==> config.mk <==
export PLATFORM = sky130hd
export DESIGN_NAME = scene_draw_ctrl
export DESIGN_NICKNAME = d
export VERILOG_FILES = /design/src/rtl/scene_draw_ctrl.sv
export SDC_FILE = /design/constraint.sdc
export NUM_CORES = 1
export LEC_CHECK = 0
export ABC_CLOCK_PERIOD_IN_PS = 2500
export CAP_MARGIN = 20
export CORE_MARGIN = 3
export CORE_UTILIZATION = 40
export CTS_BUF_LIST = sky130_fd_sc_hd__clkbuf_4
export CTS_CLUSTER_DIAMETER = 150
export DETAILED_ROUTE_END_ITERATION = 12
export PLACE_DENSITY = 0.66
export SYNTH_ARGS = -nofsm -noshare
export SYNTH_HDL_FRONTEND = slang
export SYNTH_SLANG_ARGS = --single-unit
==> constraint.sdc <==
create_clock -name clk -period 2.5 [get_ports clk]
set_input_delay 0.375 -clock clk [delete_from_list [all_inputs] [get_ports clk]]
set_output_delay 0.375 -clock clk [all_outputs]
set_load 0.02 [all_outputs]
==> src/rtl/scene_draw_ctrl.sv <==
// scene_draw_ctrl
// Frame-draw sequencer between the pet status datapath and the VGA adapter.
// On a frame_tick it latches the status flags and streams pixels: a full
// background pass, then the pet sprite, then at most one status bubble.
// When the pet is deceased it draws only the full-screen end screen.
//
// Ports
//   clk            system clock (single domain)
//   reset          synchronous, active-high
//   frame_tick     single-cycle frame start request
//   hungry, bored, dirty, sick, dying, deceased   status flags
//   sprite_sel     ROM select (0 bg, 1 end, 2 pet, 3..7 bubbles)
//   sprite_addr    linear ROM address, row*W+col
//   sprite_colour  ROM data, valid one cycle after sprite_addr
//   x, y, colour   pixel to the VGA adapter
//   plot           pixel write strobe
//   busy           frame in progress
//   done           one-cycle pulse at frame end
//   overrun        sticky: frame_tick seen while busy
//   dbgState       current FSM state (0 IDLE,1 BG,2 END,3 PET,4 BBL,5 FIN)
//
// Optional feature: define SCENE_DRAW_TRANSP_EN to suppress plot for
// TRANSP_COLOUR pixels in the PET and BBL passes.
//
// Pixel stream: plot acts as a valid strobe qualifying x/y/colour for one
// cycle; there is no ready, the adapter must accept every strobed pixel.
module scene_draw_ctrl #(
    parameter logic [7:0]          X_SCREEN_PIXELS = 8'd160,
    parameter logic [6:0]          Y_SCREEN_PIXELS = 7'd120,
    parameter logic [7:0]          PET_X           = 8'd64,
    parameter logic [6:0]          PET_Y           = 7'd48,
    parameter int                  PET_W           = 32,
    parameter int                  PET_H           = 32,
    parameter logic [7:0]          BBL_X           = 8'd96,
    parameter logic [6:0]          BBL_Y           = 7'd24,
    parameter int                  BBL_W           = 24,
    parameter int                  BBL_H           = 16,
    parameter int                  COLOUR_W        = 3,
    parameter logic [COLOUR_W-1:0] TRANSP_COLOUR   = 3'b101
) (
    input  logic                clk,
    input  logic                reset,
    input  logic                frame_tick,
    input  logic                hungry,
    input  logic                bored,
    input  logic                dirty,
    input  logic                sick,
    input  logic                dying,
    input  logic                deceased,
    output logic [2:0]          sprite_sel,
    output logic [14:0]         sprite_addr,
    input  logic [COLOUR_W-1:0] sprite_colour,
    output logic [7:0]          x,
    output logic [6:0]          y,
    output logic [COLOUR_W-1:0] colour,
    output logic                plot,
    output logic                busy,
    output logic                done,
    output logic                overrun,
    output logic [2:0]          dbgState
);

`ifdef SCENE_DRAW_TRANSP_EN
    localparam bit TRANSP_EN = 1'b1;
`else
    localparam bit TRANSP_EN = 1'b0;
`endif

    typedef enum logic [2:0] {
        IDLE = 3'd0,
        BG   = 3'd1,
        END  = 3'd2,
        PET  = 3'd3,
        BBL  = 3'd4,
        FIN  = 3'd5
    } state_t;

    state_t      state, stateNext;

    logic [7:0]  col;
    logic [6:0]  row;
    logic [14:0] addrCnt;
    logic        drain;      // last address of the pass issued; waiting for its pixel
    logic        pxValid;    // an address was issued last cycle
    logic        pxTransp;   // that address belonged to a PET or BBL pass
    logic [2:0]  bblSelQ;
    logic        bblAnyQ;
    logic [2:0]  bblSelD;
    logic        bblAnyD;

    logic [7:0]  passW;
    logic [6:0]  passH;
    logic [7:0]  passX;
    logic [6:0]  passY;
    logic        lastPix;

    // State register
    always_ff @(posedge clk) begin
        if (reset) state <= IDLE;
        else       state <= stateNext;
    end

    // Next-state logic
    always_comb begin
        stateNext = state;
        case (state)
            IDLE: if (frame_tick) stateNext = deceased ? END : BG;
            BG:   if (drain) stateNext = PET;
            END:  if (drain) stateNext = FIN;
            PET:  if (drain) stateNext = bblAnyQ ? BBL : FIN;
            BBL:  if (drain) stateNext = FIN;
            FIN:  stateNext = IDLE;
            default: stateNext = IDLE;
        endcase
    end

    // Output / pass-geometry logic
    always_comb begin
        busy       = 1'b0;
        done       = 1'b0;
        sprite_sel = 3'd0;
        passW      = X_SCREEN_PIXELS;
        passH      = Y_SCREEN_PIXELS;
        passX      = 8'd0;
        passY      = 7'd0;
        case (state)
            BG:  busy = 1'b1;
            END: begin
                busy       = 1'b1;
                sprite_sel = 3'd1;
            end
            PET: begin
                busy       = 1'b1;
                sprite_sel = 3'd2;
                passW      = 8'(PET_W);
                passH      = 7'(PET_H);
                passX      = PET_X;
                passY      = PET_Y;
            end
            BBL: begin
                busy       = 1'b1;
                sprite_sel = bblSelQ;
                passW      = 8'(BBL_W);
                passH      = 7'(BBL_H);
                passX      = BBL_X;
                passY      = BBL_Y;
            end
            FIN: done = 1'b1;
            default: ;
        endcase
    end

    // Bubble priority: dying > sick > hungry > dirty > bored
    always_comb begin
        bblSelD = 3'd0;
        if (dying)       bblSelD = 3'd7;
        else if (sick)   bblSelD = 3'd6;
        else if (hungry) bblSelD = 3'd3;
        else if (dirty)  bblSelD = 3'd5;
        else if (bored)  bblSelD = 3'd4;
    end
    assign bblAnyD = dying | sick | hungry | dirty | bored;

    assign lastPix = (col == passW - 8'd1) && (row == passH - 7'd1);

    // Scan datapath: counters, pixel alignment stage, flag latch, overrun
    always_ff @(posedge clk) begin
        if (reset) begin
            col      <= 8'd0;
            row      <= 7'd0;
            addrCnt  <= 15'd0;
            drain    <= 1'b0;
            pxValid  <= 1'b0;
            pxTransp <= 1'b0;
            x        <= 8'd0;
            y        <= 7'd0;
            overrun  <= 1'b0;
            bblSelQ  <= 3'd0;
            bblAnyQ  <= 1'b0;
        end else begin
            pxValid  <= busy && !drain;
            pxTransp <= (state == PET) || (state == BBL);
            if (busy && !drain) begin
                x <= passX + col;
                y <= passY + row;
            end
            if (frame_tick && busy) overrun <= 1'b1;
            if (state == IDLE && frame_tick) begin
                bblSelQ <= bblSelD;
                bblAnyQ <= bblAnyD;
            end
            // Every state change starts the next pass from address 0.
            if (stateNext != state) begin
                col     <= 8'd0;
                row     <= 7'd0;
                addrCnt <= 15'd0;
                drain   <= 1'b0;
            end else if (busy && !drain) begin
                if (lastPix) begin
                    drain <= 1'b1;
                end else begin
                    addrCnt <= addrCnt + 15'd1;
                    if (col == passW - 8'd1) begin
                        col <= 8'd0;
                        row <= row + 7'd1;
                    end else begin
                        col <= col + 8'd1;
                    end
                end
            end
        end
    end

    assign sprite_addr = addrCnt;
    assign colour      = pxValid ? sprite_colour : '0;
    assign plot        = pxValid && !(TRANSP_EN && pxTransp && (sprite_colour == TRANSP_COLOUR));
    assign dbgState    = state;

endmodule
== Word-level counts from Yosys, hierarchy flattened ==
Index checks and enable logic that the tools add are counted.
Widths: inputs -> output; s select.

* Bits in registers: 55
* Latch bits: 0
* Memory bits (writable): 0
* Bits in read-only memories: 0
* Input bits: 12
* Output and inout port bits: 43
* Logic and storage cells: 64
* Memories: 0

* $add $sub $neg: 7
* $mul: 0
* Divide/modulo/power cells: 0
* Magnitude comparators: 0
* Equal/unequal tests: 8
* Shifts and indexed selects: 0
* Muxes and demuxes: 21
* Bitwise operators: 5
* Reduce and logical (&&, ||, !) cells: 12

{| class="wikitable"
|+ Operators by type and width
! kind !! number
|-
| $mux 3 || 10
|-
| $pmux 7 s2 || 2
|-
| $pmux 8 s2 || 1
|-
| $add 15x1->15 const B || 1
|-
| $pmux 3 s4 || 1
|-
| $pmux 6 s2 || 1
|-
| $pmux 3 s3 || 1
|-
| $add 8x1->8 const B || 1
|-
| $add 8x8->8 || 1
|-
| $eq 8x8->1 || 1
|-
| $mux 8 || 1
|-
| $sub 8x1->8 const B || 1
|-
| $add 7x1->7 const B || 1
|-
| $add 7x7->7 || 1
|-
| $eq 7x7->1 || 1
|-
| $sub 7x1->7 const B || 1
|-
| $eq 3x2->1 const B || 2
|-
| $eq 3x3->1 const B || 2
|-
| $logic_and 1x1->1 || 4
|-
| $or 1x1->1 || 4
|-
| $reduce_and 2->1 || 2
|-
| $reduce_or 2->1 || 2
|-
| $reduce_or 4->1 || 1
|-
| $eq 3x1->1 const B || 1
|-
| other kinds (7) || 9
|}

== Longest topological paths before layout ==
* Word-level depth: 7
* Mapped depth: 12
* Mapped depth without buffers: 10

== Least setup slack after synthesis ==
Ideal clock, no wire load.

* Path type: register to register
* Start: register state[1] (netlist: dbgState[1])
* End: register addrCnt[4] (netlist: sprite_addr[4])
* Arrival time: 2588 ps
* Data required time: 2385 ps
* Setup slack: -202 ps
* Cell stages (with the launch flop): 13
* Buffers on the path: 4
* Clock period less this slack: 2702 ps
* Cells stage by stage: dfxtp_1 buf_2 nor2b_1 nand2_1 ha_1 buf_2 xor2_1 nand4_1 nor4_4 buf_6 buf_12 nor3_1 o21a_1

* Word-level cells in the longest chain between the ends: 7

{| class="wikitable"
|+ RTL lines
! what !! line !! source
|-
| from (decl) || 78 || <nowiki>state_t state, stateNext;</nowiki>
|-
| from (signal assigned) || 100 || <nowiki>else state <= stateNext;</nowiki>
|-
| $eq 3x3->1 or $eq 3x2->1 (tied branches) || 106, 126 ||
|-
| $pmux 8 s2 or $pmux 7 s2 (tied branches) || 126 || <nowiki>case (state)</nowiki>
|-
| $sub 8x1->8 or $sub 7x1->7 (tied branches) || 164 || <nowiki>assign lastPix = (col == passW - 8'd1) && (row == passH - 7'd1);</nowiki>
|-
| $eq 8x8->1 or $eq 7x7->1 (tied branches) || 164 ||
|-
| $logic_and 1x1->1 || 164 ||
|-
| $not 1->1 (no line) || n/a ||
|-
| $reduce_and 2->1 (no line) || n/a ||
|-
| to (signal assigned) || 202 || <nowiki>addrCnt <= addrCnt + 15'd1;</nowiki>
|-
| to (decl) || 82 || <nowiki>logic [14:0] addrCnt;</nowiki>
|}

Several ways; a longest one is shown, not always the timed one.
A chain may end at the register's enable or synchronous reset.

== Worst setup path in the final report ==
* Start: register state[1] (netlist: dbgState[1])
* End: register addrCnt[13] (netlist: sprite_addr[13])

Same word-level chain as after synthesis.

==> results.py <==
metrics = {
    "grt": {
        "antenna_found_initial": 0,
        "grt_pass1_wl_um": 11570,
        "grt_overflow_total": 0,
        "grt_pass1_vias": 2420,
        "track_usage_pct": 16.42,
        "grt_max_degree": 34,
    },
    "clock_network": {
        "cts_inserted_buffers": 5,
        "cts_root_buffer": "clkbuf_4",
        "clk_latency_ns": 0.37,
        "cts_tree": "yes",
        "postCtsSetupRepairBufs": 0,
        "hold_buffers": 0,
        "clk_pin_slew_ns": 0.15,
        "cts_max_level": 2,
        "cts.sink_count": 55,
        "clockBufferDepth": 2,
    },
    "power_and_ir_drop": {
        "p_leak_nw": 1.310,
        "p_per_area_nw_per_um2": 455.3,
        "total_power_mw": 1.699,
        "ir_worst_vdd_v": 0.0001806,
    },
    "status": {
        "status": "complete, no violations",
    },
    "critical_path": {
        "critPathCapture": "sprite_addr[13]",
        "crit_path_end_kind": "flip-flop",
        "worst_r2r_startpoint": "dbgState[1]",
        "cp_max_fo": 33,
        "critPathSlowestCell": "or4_2",
        "worstPathCellList": "nor2b_4 > nand2_4 > inv_1 > ha_1 > xor2_1 > nand4_1 > nor4_4 > buf_12 > or4_2 > a21oi_1",
        "crit_type": "reg2reg",
        "critPathArrivalTime_ns": 2.69,
        "critPathRequiredTime_ns": 2.81,
        "reg2reg_slack_ns": 0.12,
        "startpoint_type": "flip-flop",
        "r2r-end": "sprite_addr[13]",
        "r2r_cells": 10,
        "crit_start": "dbgState[1]",
        "slowest_delay_ns": 0.64,
    },
    "logic_synthesis": {
        "synth_simple_gate_area_share_pct": 25.59,
        "synth_top_family_by_area": "simple AND/OR/NAND/NOR gates",
        "postSynth.asyncResetShare_pct": 0,
        "synth_xor_area_share_pct": 3.758,
        "syn_area_per_cell_um2": 8.417,
        "netlist_area_um2": 2997,
        "yosys.cell_types.count": 58,
        "synth_fa_ha_area_share_pct": 5.511,
        "synth_compound_area_share_pct": 20.54,
        "ys_ff_latch": 55,
        "synth_nets": 380,
        "ys_top_cells_by_area": "dfxtp_1, a21oi_1, nand2_1, ha_1, nor2_1",
        "yosys.area.top_type": "dfxtp_1",
        "synth.area.mux_share_pct": 0.6681,
        "synth_edf_count": 0,
        "ys_seq_area_share_pct": 36.74,
        "ys_warn_count": 0,
        "synth_top_area_share_pct": 36.74,
        "ys.flop_type": "dfxtp_1",
        "synthCells": 356,
    },
    "layout": {
        "final_util_pct": 53.17,
        "syn_to_final_growth_pct": 24.55,
        "diodes": 0,
        "final_cell_area_um2": 3732,
        "layout-drive-gt1-share_pct": 14.04,
        "nets": 436,
        "fin_cells": 509,
    },
    "floorplanning": {
        "io_pins": 55,
        "rows": 30,
        "dieArea_um2": 8566,
        "die_x_um": 92.56,
        "start_util_pct": 42.69,
        "coreArea_um2": 7019,
        "die_y_um": 92.56,
    },
    "timing": {
        "finalWorstSetupSlack_ns": 0.1236,
        "fin_skew_ns": 0.005570,
        "period_share_pct": 95.05,
        "max_slew.worst_pin.slew_ns": 1.068,
        "min_period_ns": 2.376,
        "fin_setup_tns_ns": 0,
        "slew_headroom_pct": 28.56,
        "hold_viol": 0,
        "setup_violations": 0,
        "clock.fmax_mhz": 420.8,
        "report.final.slew_viol_count": 0,
        "holdWs_ns": 0.4610,
    },
    "route": {
        "drtPass1Iterations": 4,
        "vias": 2701,
        "wl_um": 6840,
        "final_antenna_net_count": 0,
        "drc_errors": 0,
        "avgViaCountPerCell": 5.306,
        "drtIter0Drc": 125,
        "wl_per_cell_um": 13.44,
    },
    "placed_design": {
        "dp_hpwl_um": 5003,
        "pre_cts_ws_ns": 0.07711,
        "placed_cell_area_um2": 3650,
        "io_buffers": 54,
        "gp_congestion": 0.8234,
        "dpl.cell_count": 501,
    },
    "hold_path": {
        "hold_path.class": "reg2reg",
    },
    "run": {
        "cap_violations": 0,
    },
}
[worst max-delay path: cells and delay by family (launching register included)]
kind,cells,cell delay (ns)
xor gates and xnor gates,1,0.15
buffers and inverters,2,0.23
adders and majority gates,1,0.23
and+or+nand+nor,5,1.15
AOI/OAI and AO/OA,1,0.15
DFF,1,0.40
[state kept, by name, indices dropped and copies added, names as in the netlist]
signal	cells
sprite_addr	15
col	8
x	8
row	7
y	7
bblSelQ	3
dbgState	3
bblAnyQ	1
drain	1
overrun	1
plot	1
[placed cells by master, fill, tap and decap left out, types with 10 or more instances in the layout]
cell type | synthesis | routed
dfxtp_1 | 55 | 52
o31ai_1 | 10 | 10
buf_4 | 1 | 20
nor2_1 | 21 | 21
a21oi_1 | 39 | 39
nand2_1 | 50 | 49
clkdlybuf4s50_1 | 0 | 51
nor3_1 | 11 | 11
[synth_stat cells (all sizes together), types with 10 or more instances]
master  count
or3        13
nand2      50
clkbuf     12
buf        14
o21ai      13
a21oi      40
ha         10
nor2       22
dfxtp      55
nor3       11
o31ai      10
[how the worst min path moves through the flow]
stage	slack, ns	cells after the start	to	startpoint
after floorplan	0.45	2	y[2]	row[2]
after global placement	0.44	2	x[7]	x[7]
after detailed placement	0.45	2	x[7]	x[7]
after CTS	0.46	2	x[7]	x[7]
after global routing	0.49	2	y[2]	y[2]
final	0.46	2	x[7]	x[7]
[where the power goes]
group	switching [mW]	total, mW	internal [mW]
registers	0.0177	0.920	0.902
clock network	0.273	0.405	0.132
logic	0.222	0.375	0.152
[area by class of cell]
class	instances	area (um2)
Fill cell	680	3287
Clock buffer	7	52.55
Inverter	7	26.28
Clock inverter	1	5.005
Tap cell	96	120.1
Multi-Input combinational cell	268	1715
Sequential cell	55	1110
Timing Repair Buffer	75	703.2
[layer usage]
metal	up-vias	routed length, um	GRT usage (%)	part of all wire [%]
met5	-	0	0	0
met4	0	75	5.198	1.1
met3	7	242	2.437	3.5
met2	41	3319	27.31	49
met1	1264	3202	21.84	47
li1	1389	-	-	-
[cells by family (layout without fill, tap and decap cells)]
kind of cell | Yosys count | count (layout)
fa+ha+maj | 12 | 12
mux | 2 | 2
buf+inv | 33 | 90
xor+xnor | 12 | 12
flops | 55 | 55
simple gates | 145 | 145
compound gates | 97 | 97
[what timing repair did]
| action | in CTS | in global routing |
|---|---|---|
| setup endpoints to repair | 3 | 19 |
| endpoints found under the hold margin | 0 | 0 |
| gates resized for setup | 3 | 9 |
| pin swaps | 0 | 1 |
Power figures use the tool's default switching activity.
